### src/rtl/memory_dump_reader_pkg.sv
// Shared types and constants for the data-memory dump reader.
package memory_dump_pkg;

    localparam int BYTES_PER_WORD = 4;
    localparam int NB_BYTE        = 8;
    localparam int NB_BYTE_CNT    = $clog2(BYTES_PER_WORD);

    typedef enum logic [2:0] {
        IDLE  = 3'd0,
        REQ   = 3'd1,
        CAPT  = 3'd2,
        SEND  = 3'd3,
        CKSUM = 3'd4,
        DONE  = 3'd5
    } state_t;

endpackage

### src/rtl/memory_dump_reader_if.sv
// Control, debug-read and byte-stream signals of the dump reader.
interface memory_dump_reader_if #(
    parameter int NB_DATA_BUS      = 32,
    parameter int NB_ADDRESS_WORDS = 5,
    parameter int NB_BYTE          = 8
);
    logic                        i_start;
    logic                        o_busy;
    logic                        o_done;
    logic                        o_d_en;
    logic [NB_ADDRESS_WORDS-1:0] o_d_addr;
    logic [NB_DATA_BUS-1:0]      i_d_r_data;
    logic [NB_BYTE-1:0]          o_tx_data;
    logic                        o_tx_valid;
    logic                        i_tx_ready;

    modport master (
        input  i_start, i_d_r_data, i_tx_ready,
        output o_busy, o_done, o_d_en, o_d_addr, o_tx_data, o_tx_valid
    );

    modport slave (
        output i_start, i_d_r_data, i_tx_ready,
        input  o_busy, o_done, o_d_en, o_d_addr, o_tx_data, o_tx_valid
    );
endinterface

### src/rtl/memory_dump_reader_serializer.sv
// Loads a word and emits its bytes LSB-first on a registered valid/ready stream.
module word_byte_serializer
    import memory_dump_pkg::*;
#(
    parameter int NB_WORD = BYTES_PER_WORD * NB_BYTE
) (
    input  logic                   i_clk,
    input  logic                   i_rst_n,
    input  logic                   i_load,
    input  logic [NB_WORD-1:0]     i_word,
    input  logic [NB_BYTE_CNT-1:0] i_last_idx,
    input  logic                   i_ready,
    output logic                   o_valid,
    output logic [NB_BYTE-1:0]     o_data,
    output logic                   o_last_acc
);
    logic [NB_WORD-1:0]     shift_q, shift_d;
    logic [NB_BYTE_CNT-1:0] cnt_q, cnt_d;
    logic [NB_BYTE_CNT-1:0] last_idx_q, last_idx_d;
    logic                   valid_q, valid_d;
    logic                   accept;

    assign accept     = valid_q & i_ready;
    assign o_last_acc = accept && (cnt_q == last_idx_q);
    assign o_valid    = valid_q;
    assign o_data     = shift_q[NB_BYTE-1:0];

    // A load wins over an acceptance so the next word can follow the last byte back-to-back.
    always_comb begin
        shift_d    = shift_q;
        cnt_d      = cnt_q;
        last_idx_d = last_idx_q;
        valid_d    = valid_q;
        if (i_load) begin
            shift_d    = i_word;
            cnt_d      = '0;
            last_idx_d = i_last_idx;
            valid_d    = 1'b1;
        end else if (accept) begin
            shift_d = shift_q >> NB_BYTE;
            cnt_d   = cnt_q + 1'b1;
            if (cnt_q == last_idx_q) valid_d = 1'b0;
        end
    end

    always_ff @(posedge i_clk or negedge i_rst_n) begin
        if (!i_rst_n) begin
            shift_q    <= '0;
            cnt_q      <= '0;
            last_idx_q <= '0;
            valid_q    <= 1'b0;
        end else begin
            shift_q    <= shift_d;
            cnt_q      <= cnt_d;
            last_idx_q <= last_idx_d;
            valid_q    <= valid_d;
        end
    end

endmodule

### src/rtl/memory_dump_reader.sv
// Walks the data memory through the debug port and streams it out byte by byte.
// Define DUMP_CHECKSUM_EN to append an 8-bit running sum byte after the data.
module memory_dump_reader
    import memory_dump_pkg::*;
#(
    parameter int NB_DATA_BUS      = 32,
    parameter int N_ADDRESS        = 128,
    parameter int N_ADDRESS_WORDS  = N_ADDRESS / 4,
    parameter int NB_ADDRESS_WORDS = $clog2(N_ADDRESS_WORDS)
) (
    input logic                  i_clk,
    input logic                  i_rst_n,
    memory_dump_reader_if.master bus
);
    localparam logic [NB_ADDRESS_WORDS-1:0] LAST_WORD = NB_ADDRESS_WORDS'(N_ADDRESS_WORDS - 1);

    state_t                      state_q, state_d;
    logic [NB_ADDRESS_WORDS-1:0] word_cnt_q, word_cnt_d;
    logic                        busy_q, busy_d;
    logic                        done_q, done_d;
    logic                        d_en_q, d_en_d;

    logic                        ser_load;
    logic [NB_DATA_BUS-1:0]      ser_word;
    logic [NB_BYTE_CNT-1:0]      ser_last_idx;
    logic                        ser_valid;
    logic [NB_BYTE-1:0]          ser_data;
    logic                        ser_last_acc;

`ifdef DUMP_CHECKSUM_EN
    logic [NB_BYTE-1:0]          sum_q, sum_d, sum_acc;
    assign sum_acc = sum_q + ser_data;
`endif

    always_comb begin
        state_d      = state_q;
        word_cnt_d   = word_cnt_q;
        busy_d       = busy_q;
        done_d       = 1'b0;
        d_en_d       = 1'b0;
        ser_load     = 1'b0;
        ser_word     = bus.i_d_r_data;
        ser_last_idx = NB_BYTE_CNT'(BYTES_PER_WORD - 1);
`ifdef DUMP_CHECKSUM_EN
        sum_d        = sum_q;
`endif
        case (state_q)
            IDLE: if (bus.i_start) begin
                word_cnt_d = '0;
                busy_d     = 1'b1;
                d_en_d     = 1'b1;
                state_d    = REQ;
`ifdef DUMP_CHECKSUM_EN
                sum_d      = '0;
`endif
            end
            REQ:  state_d = CAPT;
            CAPT: begin
                ser_load = 1'b1;
                state_d  = SEND;
            end
            SEND: begin
`ifdef DUMP_CHECKSUM_EN
                if (ser_valid && bus.i_tx_ready) sum_d = sum_acc;
`endif
                if (ser_last_acc) begin
                    if (word_cnt_q == LAST_WORD) begin
`ifdef DUMP_CHECKSUM_EN
                        // Sum already includes the byte accepted on this edge.
                        ser_load     = 1'b1;
                        ser_word     = {{(NB_DATA_BUS-NB_BYTE){1'b0}}, sum_acc};
                        ser_last_idx = '0;
                        state_d      = CKSUM;
`else
                        done_d  = 1'b1;
                        state_d = DONE;
`endif
                    end else begin
                        word_cnt_d = word_cnt_q + 1'b1;
                        d_en_d     = 1'b1;
                        state_d    = REQ;
                    end
                end
            end
`ifdef DUMP_CHECKSUM_EN
            CKSUM: if (ser_last_acc) begin
                done_d  = 1'b1;
                state_d = DONE;
            end
`endif
            DONE: begin
                busy_d  = 1'b0;
                state_d = IDLE;
            end
            default: state_d = IDLE;
        endcase
    end

    always_ff @(posedge i_clk or negedge i_rst_n) begin
        if (!i_rst_n) begin
            state_q    <= IDLE;
            word_cnt_q <= '0;
            busy_q     <= 1'b0;
            done_q     <= 1'b0;
            d_en_q     <= 1'b0;
        end else begin
            state_q    <= state_d;
            word_cnt_q <= word_cnt_d;
            busy_q     <= busy_d;
            done_q     <= done_d;
            d_en_q     <= d_en_d;
        end
    end

`ifdef DUMP_CHECKSUM_EN
    always_ff @(posedge i_clk or negedge i_rst_n) begin
        if (!i_rst_n) sum_q <= '0;
        else          sum_q <= sum_d;
    end
`endif

    word_byte_serializer #(.NB_WORD(NB_DATA_BUS)) u_ser (
        .i_clk      (i_clk),
        .i_rst_n    (i_rst_n),
        .i_load     (ser_load),
        .i_word     (ser_word),
        .i_last_idx (ser_last_idx),
        .i_ready    (bus.i_tx_ready),
        .o_valid    (ser_valid),
        .o_data     (ser_data),
        .o_last_acc (ser_last_acc)
    );

    assign bus.o_busy     = busy_q;
    assign bus.o_done     = done_q;
    assign bus.o_d_en     = d_en_q;
    assign bus.o_d_addr   = word_cnt_q;
    assign bus.o_tx_valid = ser_valid;
    assign bus.o_tx_data  = ser_data;

endmodule

### src/flat_wrapper.sv
// flat-port wrapper written by rule: the top's interface ports become plain ports
module memory_dump_reader_flat import memory_dump_pkg::*;
#(
    parameter int NB_DATA_BUS      = 32,
    parameter int N_ADDRESS        = 128,
    parameter int N_ADDRESS_WORDS  = N_ADDRESS / 4,
    parameter int NB_ADDRESS_WORDS = $clog2(N_ADDRESS_WORDS)
)
  (i_clk, i_rst_n, bus_i_start, bus_i_d_r_data, bus_i_tx_ready, bus_o_busy, bus_o_done, bus_o_d_en, bus_o_d_addr, bus_o_tx_data, bus_o_tx_valid);
  memory_dump_reader_if #(.NB_DATA_BUS(NB_DATA_BUS), .NB_ADDRESS_WORDS(NB_ADDRESS_WORDS), .NB_BYTE(8)) bus_i ();
  input logic i_clk;
  input logic i_rst_n;
  input wire logic [$bits(bus_i.i_start)-1:0] bus_i_start;
  input wire logic [$bits(bus_i.i_d_r_data)-1:0] bus_i_d_r_data;
  input wire logic [$bits(bus_i.i_tx_ready)-1:0] bus_i_tx_ready;
  output wire logic [$bits(bus_i.o_busy)-1:0] bus_o_busy;
  output wire logic [$bits(bus_i.o_done)-1:0] bus_o_done;
  output wire logic [$bits(bus_i.o_d_en)-1:0] bus_o_d_en;
  output wire logic [$bits(bus_i.o_d_addr)-1:0] bus_o_d_addr;
  output wire logic [$bits(bus_i.o_tx_data)-1:0] bus_o_tx_data;
  output wire logic [$bits(bus_i.o_tx_valid)-1:0] bus_o_tx_valid;
  assign bus_i.i_start = bus_i_start;
  assign bus_i.i_d_r_data = bus_i_d_r_data;
  assign bus_i.i_tx_ready = bus_i_tx_ready;
  assign bus_o_busy = bus_i.o_busy;
  assign bus_o_done = bus_i.o_done;
  assign bus_o_d_en = bus_i.o_d_en;
  assign bus_o_d_addr = bus_i.o_d_addr;
  assign bus_o_tx_data = bus_i.o_tx_data;
  assign bus_o_tx_valid = bus_i.o_tx_valid;
  memory_dump_reader #(.NB_DATA_BUS(NB_DATA_BUS), .N_ADDRESS(N_ADDRESS), .N_ADDRESS_WORDS(N_ADDRESS_WORDS), .NB_ADDRESS_WORDS(NB_ADDRESS_WORDS)) u_core (.i_clk(i_clk), .i_rst_n(i_rst_n), .bus(bus_i));
endmodule
### config.mk
export PLATFORM = sky130hd
export DESIGN_NAME = memory_dump_reader_flat
export DESIGN_NICKNAME = d
export VERILOG_FILES = /design/src/rtl/memory_dump_reader_pkg.sv /design/src/rtl/memory_dump_reader_if.sv /design/src/rtl/memory_dump_reader_serializer.sv /design/src/rtl/memory_dump_reader.sv /design/src/flat_wrapper.sv
export SDC_FILE = /design/constraint.sdc
export NUM_CORES = 1
export LEC_CHECK = 0
export CAP_MARGIN = 10
export CORE_ASPECT_RATIO = 1.2
export CORE_MARGIN = 1
export CORE_UTILIZATION = 30
export CTS_BUF_LIST = sky130_fd_sc_hd__clkbuf_4 sky130_fd_sc_hd__clkbuf_8
export DETAILED_ROUTE_END_ITERATION = 10
export GPL_ROUTABILITY_DRIVEN = 0
export SETUP_SLACK_MARGIN = 0.5
export SYNTH_ARGS = -nofsm -noshare
export SYNTH_HDL_FRONTEND = slang
export SYNTH_HIERARCHICAL = 1
export SYNTH_SLANG_ARGS = --single-unit
### constraint.sdc
create_clock -name i_clk -period 1.77 [get_ports i_clk]
set_input_delay 0.354 -clock i_clk [delete_from_list [all_inputs] [get_ports i_clk]]
set_output_delay 0.354 -clock i_clk [all_outputs]
set_load 0.005 [all_outputs]
Yosys cells after proc, flatten, opt, wreduce, memory -nomap -nowiden
Index checks and enable logic that the tools add are counted.

Register bits: 47. Bits of input ports: 36. Output and inout port bits: 17. Word-level logic and storage cells: 56.

$add $sub $neg: 2. Eq/ne operators: 9. Multiplexer cells: 25. Bitwise gates (word level): 1. Reductions and logical operators: 10.

Operators with widths (count): $mux W32 (2); $mux W5 (3); $pmux W3 S4 (1); $mux W1 (11); $pmux W5 S2 (1); $mux W3 (3); $reduce_bool A2 Y1 (4); $eq A3 B2 Y1 const B (2); $reduce_and A2 Y1 (3); $add A5 B1 Y5 const B (1); $eq A5 B5 Y1 const B (1); $mux W2 (2); $ne A2 B2 Y1 const B (2); $pmux W1 S2 (2); $reduce_and A4 Y1 (1); $eq A3 B1 Y1 const B (1); $eq A3 B3 Y1 const B (1); $logic_not A3 Y1 (1); $add A2 B1 Y2 const B (1); $eq A2 B2 Y1 (1); $ne A2 B1 Y1 const B (1); $and A1 B1 Y1 (1); $logic_and A1 B1 Y1 (1).

Longest topological paths before layout
Depth after elaboration: 4. Mapped depth: 7. Depth with buffers taken out: 6.

Modules after synthesis
Netlist, hierarchy kept.

Modules (own cells, without submodules): word_byte_serializer (times used 1, cells an instance 166, area each 1719.1 um^2, seq. area each 925.9 um^2); memory_dump_reader (times used 1, cells an instance 49, area each 540.5 um^2, seq. area each 275.3 um^2).

Worst setup path before layout
OpenSTA, ideal clock, no wires.

Path kind: flip-flop to flip-flop. Start: register u_core.word_cnt_q[0], in the netlist u_core/bus.o_d_addr[0]. End: register u_core.word_cnt_q[1], in the netlist u_core/bus.o_d_addr[1]. Library setup time: 79 ps. Arrival: 1646 ps. Slack: 45 ps. Stages on the path, launching flop included: 7. Buffers on the path: 0. Period minus slack after synthesis: 1725 ps. Path through: dfrtp_1 -> ha_1 -> and3_1 -> ha_1 -> nand4b_1 -> a21oi_4 -> mux2i_1.

Cells in the longest elaborated chain, start to end: 4. Elaborated cells between the ends (all ways): 7. Those cells by class: add/sub (1); eq/ne (2); mux (3); reduce/logical (1).

Ends and longest elaborated chain: start: declaration (line memory_dump_reader.sv:18) `logic [NB_ADDRESS_WORDS-1:0] word_cnt_q, word_cnt_d;`; start signal: assignment (line memory_dump_reader.sv:108) `word_cnt_q <= word_cnt_d;`; $add A5 B1 Y5 (line memory_dump_reader.sv:79) `word_cnt_d = word_cnt_q + 1'b1;`; $mux W5 (line memory_dump_reader.sv:67) `if (word_cnt_q == LAST_WORD) begin`; $mux W5 (line memory_dump_reader.sv:66) `if (ser_last_acc) begin`; $pmux W5 S2 (line memory_dump_reader.sv:47) `case (state_q)`.

Parallel ways exist; a longest one is shown, timed or not. The select of a mux whose other input is x is not followed. A chain may end at the register's enable or synchronous reset.

Worst setup path in the final report
Start: register u_core.word_cnt_q[0], in the netlist u_core/bus.o_d_addr[0]. End: output bus_o_d_addr[0].

RTL lines: end: declaration (line flat_wrapper.sv:19) `output wire logic [$bits(bus_i.o_d_addr)-1:0] bus_o_d_addr;`.

No word-level cell between the ends.

==> flow_summary_export.csv <==
group,metric,value,unit
sta,rsz0062_at_grt,"true",
sta,finalMaxSlewViolations,0,
logic_synthesis,yosysUniqueCellTypes,35,
logic_synthesis,ys_seq_area_share,53.2,%
logic_synthesis,ys_warn_count,6,
sta,timing.final.crit_share,95.6,%
route,postRouteAntennaNets,0,
global_route,grt_overflow,0,
final_layout,nets,353,
clocking,cts.sinks,48,
final_layout,final_cells,406,
route,num_vias,1910,
final_layout,antennaDiodeCount,0,
final_layout,regArea,1210,um2
clocking,cts_root_buffer,"clkbuf_8",
power,switching_share,31.2,%
route,drc_errors,0,
power,leakagePower,1.79,nW
route,drt-pass1-iter-count,4,
final_layout,fillCellCount,649,
placed_design,placed_cells,345,
clocking,path_clk_slew,0.09,ns
logic_synthesis,synth_flop_cell,"dfrtp_1",
power,p_comb_share,44.4,%
power,power.internal,0.00322,W
floorplan,fp.coreArea,7270,um2
logic_synthesis,syn_area,2260,um2
logic_synthesis,synth_edf_count,0,
placed_design,dpl_cell_area,2840,um2
logic_synthesis,yosysMostFrequentCell,"dfrtp_1",
final_layout,layout-drive-gt1-share,36.7,%
power,switchingPower,0.00146,W
route,drt_iter0_drc,66,
final_layout,multi_input_area,1000,um2
final_layout,areaGrowthSynthToFinish,62.0,%
clocking,cts_tree,"done",
logic_synthesis,yosysTopAreaCell,"dfrtp_1",
global_route,grt_pass1_vias,1800,
route,finalWirelength,6190,um
setup_path,critical_path_peak_fanout,2,
sta,period_minus_slack,1.69,ns
power,ir_drop,0.594,mV
clocking,h-tree-depth,2,
placed_design,hpwl,2780,um
route,vias_per_cell,4.70,
power,pwr-share-clk,17.2,%
placed_design,port_buffers,52,
placed_design,pre_cts_slack,-0.144,ns
sta,finalSetupViolCount,0,
final_layout,postLayoutCoreUtil,50.3,%
floorplan,die_h,97.1,um
logic_synthesis,avgSynthCellArea,10.5,um2
global_route,grt_antenna_before_repair,0,
floorplan,die_w,81.2,um
floorplan,die_area,7880,um2
logic_synthesis,async_reset_ff_share,100,%
clocking,cts_made_buffers,5,
logic_synthesis,synth.area.top_cells,"dfrtp_1, mux2i_1, nand2_1",
floorplan,row_count,34,
sta,fmax,591,MHz
sta,skew,0.00962,ns
hold_path,hold_class,"primary input to async pin",
logic_synthesis,synth_cells,215,
setup_path,critical_path.startpoint_type,"register",
sta,finalWorstSetupSlack,0.0776,ns
final_layout,stdcell_area,3660,um2
logic_synthesis,synth_seq_cells,48,
job,max-cap-violations,0,
floorplan,start_util,31.1,%
global_route,grt_usage,14.4,%
setup_path,cp.required,1.42,ns
route,avgRoutedWirePerCell,15.2,um
sta,final-hold-violation-count,0,
setup_path,end_kind,"output port",
power,cellPowerDensity,1280,nW/um2
floorplan,io_pins,53,
global_route,grt_max_degree,48,
setup_path,cp_data_arrival_time,1.34,ns
logic_synthesis,yosysTopAreaCellShare,53.2,%
setup_path,crit_type,"register to output port",
global_route,grt_pass1_wl,8750,um
run_status,status,"completed",
power,seq_power_share,38.4,%
logic_synthesis,synth_common_cells,"dfrtp_1, nand2_1, mux2i_1",
clocking,clk_latency,0.31,ns
clocking,clk_path_buf_depth,2,
area by class of cell:
type,count,area share [%]
clock buffer,5,1.88
clock inverter,3,1.16
inverter,5,0.513
multi-input combinational,143,27.3
sequential,48,32.9
tap,90,3.08
timing repair buffer,112,33.1
timing repair:
item / 4_1_cts / 5_1_grt
resized for setup: 62 / 50
endpoints found under the hold margin: 1 / 0
gates cloned: 4 / 7
endpoints found under the setup margin: 59 / 62
pin swaps: 2 / 15
hold buffers: 1 / 0
buffers inserted: 25 / 16
sequential cells by signal, indices dropped and copies added, names as in the netlist:
register / flops
u_core/u_ser/cnt_q: 2
u_core/u_ser/o_valid: 1
u_core/bus.o_d_addr: 5
u_core/bus.o_busy: 1
u_core/u_ser/shift_q: 32
u_core/bus.o_done: 1
u_core/bus.o_d_en: 1
u_core/state_q: 3
u_core/u_ser/last_idx_q: 2
cell families (layout without fill, tap and decap cells):
logic type | Yosys count | after routing | synth area share (%)
AO/OA/AOI/OAI | 44 | 44 | 11.1
XOR/XNOR | 4 | 4 | 1.55
adder cells (fa/ha/maj) | 2 | 2 | 1.11
buffers and inverters | 25 | 125 | 7.53
flip-flops | 48 | 48 | 53.2
multiplexers | 28 | 28 | 12.5
other | 1 | 2 | 0.166
AND/OR/NAND/NOR | 63 | 63 | 12.8
critical path, stage by stage (launching register included):
cell and delay [ns]:
dfrtp_1 0.40, buf_6 0.12, buf_6 0.10, buf_6 0.10, buf_6 0.10, buf_6 0.11
buf_6 0.10
power by group through the flow:
stage	registers, W	clock network, W	logic, W
after detailed placement	0.00182	0	0.00125
after CTS	0.00176	0.000822	0.00170
after global placement	0.00180	0	0.00121
after floorplan	0.00175	0	0.000868
after global routing	0.00185	0.000873	0.00227
final	0.00180	0.000806	0.00208
metal layers:
metal / part of all wire (%) / up-vias / routed length, um / GRT usage (%)
met4: 0.84 / 0 / 52 / 3.85
met1: 41 / 938 / 2560 / 19.4
met5: 0 / - / 0 / 0
met3: 3.8 / 5 / 235 / 2.82
met2: 54 / 45 / 3340 / 23.3
li1: - / 922 / - / -
worst paths after layout:
check | from | end | slack, ns | depth (start not counted)
setup / recovery | u_core/bus.o_d_addr[0] | bus_o_d_addr[0] | 0.08 | 6
hold / removal | i_rst_n | u_core/u_ser/last_idx_q[1] | 0.36 | 2
setup reg to reg | u_core/bus.o_d_addr[0] | u_core/bus.o_d_addr[2] | 0.08 | 7
hold reg to reg | u_core/u_ser/shift_q[25] | u_core/u_ser/shift_q[25] | 0.53 | 2
max in group asynchronous | i_rst_n | u_core/state_q[2] | 0.96 | 3
min in group i_clk | u_core/u_ser/shift_q[25] | u_core/u_ser/shift_q[25] | 0.53 | 2
metrics by stage:
step	total power [W]	setup TNS, ns	hold WS (ns)
after floorplan	0.00262	0	0.0584
after detailed placement	0.00306	-1.42	0.154
after global routing	0.00499	0	0.353
after CTS	0.00428	0	0.358
final	0.00468	0	0.364
after global placement	0.00301	-0.792	0.154
layout by cell type, fill, tap and decap left out, types with 6 or more instances in the layout:
cell type / count
clkbuf_16: 6
mux2i_1: 25
clkbuf_2: 8
o21ai_2: 12
buf_4: 32
nand2_1: 42
clkdlybuf4s50_1: 34
dfrtp_1: 44
buf_6: 18
o21ai_1: 18
No activity file was read; power rests on OpenSTA's default activity.
==> variant 1 (config.mk and constraints unchanged) <==
`NB_DATA_BUS` is set to 32 in 3 places; all go to 16.
--- a/src/rtl/memory_dump_reader_if.sv
+++ b/src/rtl/memory_dump_reader_if.sv
@@ -1,6 +1,6 @@
 // Control, debug-read and byte-stream signals of the dump reader.
 interface memory_dump_reader_if #(
-    parameter int NB_DATA_BUS      = 32,
+    parameter int NB_DATA_BUS      = 16,
     parameter int NB_ADDRESS_WORDS = 5,
     parameter int NB_BYTE          = 8
 );
--- a/src/rtl/memory_dump_reader.sv
+++ b/src/rtl/memory_dump_reader.sv
@@ -3,7 +3,7 @@
 module memory_dump_reader
     import memory_dump_pkg::*;
 #(
-    parameter int NB_DATA_BUS      = 32,
+    parameter int NB_DATA_BUS      = 16,
     parameter int N_ADDRESS        = 128,
     parameter int N_ADDRESS_WORDS  = N_ADDRESS / 4,
     parameter int NB_ADDRESS_WORDS = $clog2(N_ADDRESS_WORDS)
--- a/src/flat_wrapper.sv
+++ b/src/flat_wrapper.sv
@@ -1,7 +1,7 @@
 // flat-port wrapper written by rule: the top's interface ports become plain ports
 module memory_dump_reader_flat import memory_dump_pkg::*;
 #(
-    parameter int NB_DATA_BUS      = 32,
+    parameter int NB_DATA_BUS      = 16,
     parameter int N_ADDRESS        = 128,
     parameter int N_ADDRESS_WORDS  = N_ADDRESS / 4,
     parameter int NB_ADDRESS_WORDS = $clog2(N_ADDRESS_WORDS)
Interface: changed (resized bus_i_d_r_data); port bits go from 53 to 37. No check against the original RTL was run, so the function may have changed too.
==> variant 1 against the original RTL <==
  * First-iteration DRC count decreased by 27%
  * Wire length decreased by 45%
  * Cell count decreased by 35%
  * Area after synthesis decreased by 33%
  * Total power decreased by 34%
  * Die area decreased by 32%
  * Setup slack improved by 0.0096 ns
  * Design area decreased by 37%
  * Sequential cell count decreased by 16
  * Utilization decreased by 3.6 points
  * Via count decreased by 36%
  * Sequential power decreased by 36%
  * Critical path depth unchanged
  * Critical endpoint is now u_core/bus.o_d_addr[4]
  * Largest power group unchanged
  * Highest routed layer unchanged
==> variant 1: results (changes against the original RTL) <==
.. list-table::
   :header-rows: 1

   * - Metric
     - Value
   * - Nets@finish
     - 224 (-37%)
   * - Met2 Wirelength
     - 1.627 mm (-51%)
   * - Post-detail-place hpwl
     - 1.882 mm (-32%)
   * - Met2 Resource Use GR
     - 18.38% (-5.0 points)
   * - Cell class contributing the biggest share of worst-path delay
     - flip-flops
   * - Destination of the worst register-to-register timing path
     - u_core/bus.o_d_addr[4]
   * - Placed cells
     - 235 (-32%)
   * - Complex-gate fraction of the synthesized area
     - 11.21% (+0.082 points)
   * - Worst setup path class
     - reg2reg
   * - Leading cell types by count after synthesis
     - dfrtp_1, nand2_1, o21ai_0
   * - Filler cell count
     - 494 (-24%)
   * - Synthesized area per cell
     - 10.47 sq um (-0.41%)
   * - Run status
     - finished clean
   * - Clock-cell share of area
     - 4.863% (+1.8 points)
   * - Global-route wire length before repair
     - 4.954 mm (-43%)
   * - Multi-input gate area in the final layout
     - 639.4 sq um (-36%)
   * - Routed WL per cell
     - 13.06 um (-14%)
   * - Count of port buffers added during placement
     - 36 (-31%)
   * - Hold Worst Slack
     - 0.4614 ns (+0.09750 ns)
   * - Post-route met1 wirelength
     - 1.569 mm (-39%)
   * - Wire length on met3
     - 180 um (-23%)
   * - Count of non-CTS buffers in the layout
     - 63 (-44%)
   * - Leakage power summed over all cells
     - 1.085 nW (-39%)
   * - Share of the yosys chip area belonging to registers
     - 52.76% (-0.39 points)
   * - Final worst clock skew
     - 0.006603 ns (-0.003020 ns)
   * - Met3 GRT Util
     - 4.571% (+1.8 points)
   * - Largest net degree at the start of global routing
     - 38 (-21%)
   * - Cell internal pwr
     - 2.152 mW (-33%)
   * - Final period utilization
     - 95.07% (-0.54 points)
   * - Fraction of layout cells with a size suffix above 1
     - 29.06% (-7.6 points)
   * - Length in cells of the worst reg-to-reg path
     - 6 (-1)
   * - Seq cells post-synth
     - 32 (-33%)
variant 1: cell count changes after synthesis, moves of 2 or more:
| cell | before | now |
|---|---|---|
| buf_8 | 2 | 0 |
| o21ai_0 | 14 | 18 |
| dfrtp_1 | 48 | 32 |
| o21ai_1 | 21 | 1 |
| mux2i_1 | 26 | 10 |
| nand2_1 | 43 | 27 |
| clkbuf_1 | 5 | 1 |
variant 1: repair_timing:
item / 4_1_cts / 5_1_grt
buffers inserted: 11 / 7
resized for setup: 47 / 19
setup endpoints to repair: 32 / 30
pin swaps: 1 / 1
cloned: 0 / 2
variant 1: power by group through the flow:
stage                     combinational, mW  clock, mW  sequential (mW)
after floorplan                       0.605          0             1.16
after global placement                0.966          0             1.18
after detailed placement              0.987          0             1.18
after CTS                              1.08      0.728             1.15
after global routing                   1.34      0.768             1.18
final                                  1.21      0.705             1.15
==> variant 2 (same flow settings) <==
Made on the original files. `shift_q` no longer has a reset.
--- a/src/rtl/memory_dump_reader_serializer.sv
+++ b/src/rtl/memory_dump_reader_serializer.sv
@@ -45,17 +45,19 @@
 
     always_ff @(posedge i_clk or negedge i_rst_n) begin
         if (!i_rst_n) begin
-            shift_q    <= '0;
             cnt_q      <= '0;
             last_idx_q <= '0;
             valid_q    <= 1'b0;
         end else begin
-            shift_q    <= shift_d;
             cnt_q      <= cnt_d;
             last_idx_q <= last_idx_d;
             valid_q    <= valid_d;
         end
     end
 
+    always_ff @(posedge i_clk) begin
+        shift_q <= shift_d;
+    end
+
 endmodule
 
Formal check against the unedited RTL: differs if i_rst_n is asserted again (counterexample within 4 cycles, from zero or initial values and one cycle with i_rst_n low); with i_rst_n held inactive, the same outputs for 10 cycles.
==> variant 2 against the original RTL <==
  * Via count shrank 23%
  * Area after synthesis fell by 4.0%
  * Total power is 12% lower
  * Global-route usage shrank 2.3 points
  * Sequential cell count unchanged
  * Wire length decreased by 27%
  * Design area about the same
  * Clock skew is 0.0018 ns higher
  * Setup slack got worse by 0.0062 ns
  * Critical path type is now reg2reg
  * Largest cell class is now sequential cells
==> variant 2: results (changes against the original RTL) <==
.. list-table::
   :header-rows: 1

   * - Metric
     - Value
   * - Fraction of layout cells with a size suffix above 1
     - 47.35% (+11 points)
   * - Fraction of synthesized area in multiplexers
     - 15.80% (+3.3 points)
   * - Crit. Startpoint
     - u_core/bus.o_d_addr[0]
   * - Post-route met1 wirelength
     - 1.883 mm (-26%)
   * - Wire length on met3
     - 193 um (-18%)
   * - Nets@finish
     - 282 (-20%)
   * - Complex-gate fraction of the synthesized area
     - 4.152% (-7.0 points)
   * - Xor/xnor share of the synthesized area
     - 1.615% (+0.064 points)
   * - Root buffer selected by CTS
     - clkbuf_8
   * - Delay of the slowest cell on the worst path
     - 0.42 ns (+0.02 ns)
   * - Post-detail-place hpwl
     - 2.473 mm (-11%)
   * - Signal arrival time at the worst endpoint
     - 1.93 ns (+0.59 ns)
   * - Starting DRT DRC Count
     - 39 (-41%)
   * - Met2 Resource Use GR
     - 20.94% (-2.4 points)
   * - Max VDD drop
     - 0.7746 mV (+30%)
   * - Max FO, Critical Path
     - 6 (+4)
   * - Global-route wire length before repair
     - 6.789 mm (-22%)
   * - Cell class contributing the biggest share of worst-path delay
     - flip-flops
   * - Vias in the first global route
     - 1397 (-22%)
   * - Length in cells of the worst reg-to-reg path
     - 6 (-1)
   * - Wire length after detailed routing
     - 4.514 mm (-27%)
   * - Final worst clock skew
     - 0.01144 ns (+0.001815 ns)
   * - GRT Resource Usage Total
     - 12.15% (-2.3 points)
   * - Largest net degree at the start of global routing
     - 17 (-65%)
   * - Hold Worst Slack
     - 0.3578 ns (-0.006160 ns)
   * - Detail-routed via count per cell
     - 4.440 (-5.6%)
   * - Leakage power summed over all cells
     - 1.478 nW (-17%)
   * - Share of the yosys chip area belonging to registers
     - 62.75% (+9.6 points)
   * - Fraction of registers with async set or reset after synthesis
     - 33.33% (-67 points)
   * - Critical Path End
     - u_core/bus.o_d_addr[1]
   * - Leading cell types by count after synthesis
     - edfxtp_1, mux2_2, dfrtp_1
   * - Dominant cells by area after synthesis
     - edfxtp_1, dfrtp_1, mux2_2, mux2_4, buf_4
   * - Min-delay worst type
     - in2async
   * - Area of placed instances
     - 0.002878 sq mm (+1.2%)
   * - Setup Fix Bufs, Post-CTS
     - 20 (-20%)
   * - Number of gates given a new drive strength after cts
     - 63 (+1.6%)
   * - Top routing layer used
     - met4
   * - Run status
     - finished clean
   * - Met1 track demand over resource in global routing
     - 14.19% (-5.2 points)
   * - Area share of fa/ha/maj cells after synthesis
     - 1.153% (+0.046 points)
   * - Count of flip-flops with a built-in enable after synthesis
     - 32 (+32)
   * - Met2 Wirelength
     - 2.338 mm (-30%)
variant 2: changes by cell type after synthesis, sizes merged, moves of 24 or more:
cell / unedited run / this run
nand2: 44 / 4
dfrtp: 48 / 16
edfxtp: 0 / 32
o21ai: 35 / 3
mux2: 2 / 26
mux2i: 26 / 2
variant 2: cell type report:
type                            instances  area, sq um
Fill cell                             554         3237
Multi-Input combinational cell         80        838.3
Sequential cell                        48         1361
Clock inverter                          2        16.27
Timing Repair Buffer                  104         1239
Inverter                                5        18.77
Tap cell                               87        108.9
Clock buffer                            6        76.32
variant 2: metrics by stage:
stage	setup TNS, ns	std cells	setup slack [ns]	util (%)
floorplan	0	146	0.1421	-
global placement	-0.04921	284	-0.02549	41.73
detailed placement	-0.05085	284	-0.02573	41.73
CTS	0	320	0.08859	50.17
global route	0	332	0.007160	53.06
finish	0	332	0.07139	53.06
variant 2: power breakdown:
group / switching (mW) / internal [mW]
clock network: 0.364 / 0.297
registers: 0.146 / 1.54
logic: 0.576 / 1.17
total: 1.09 / 3.01
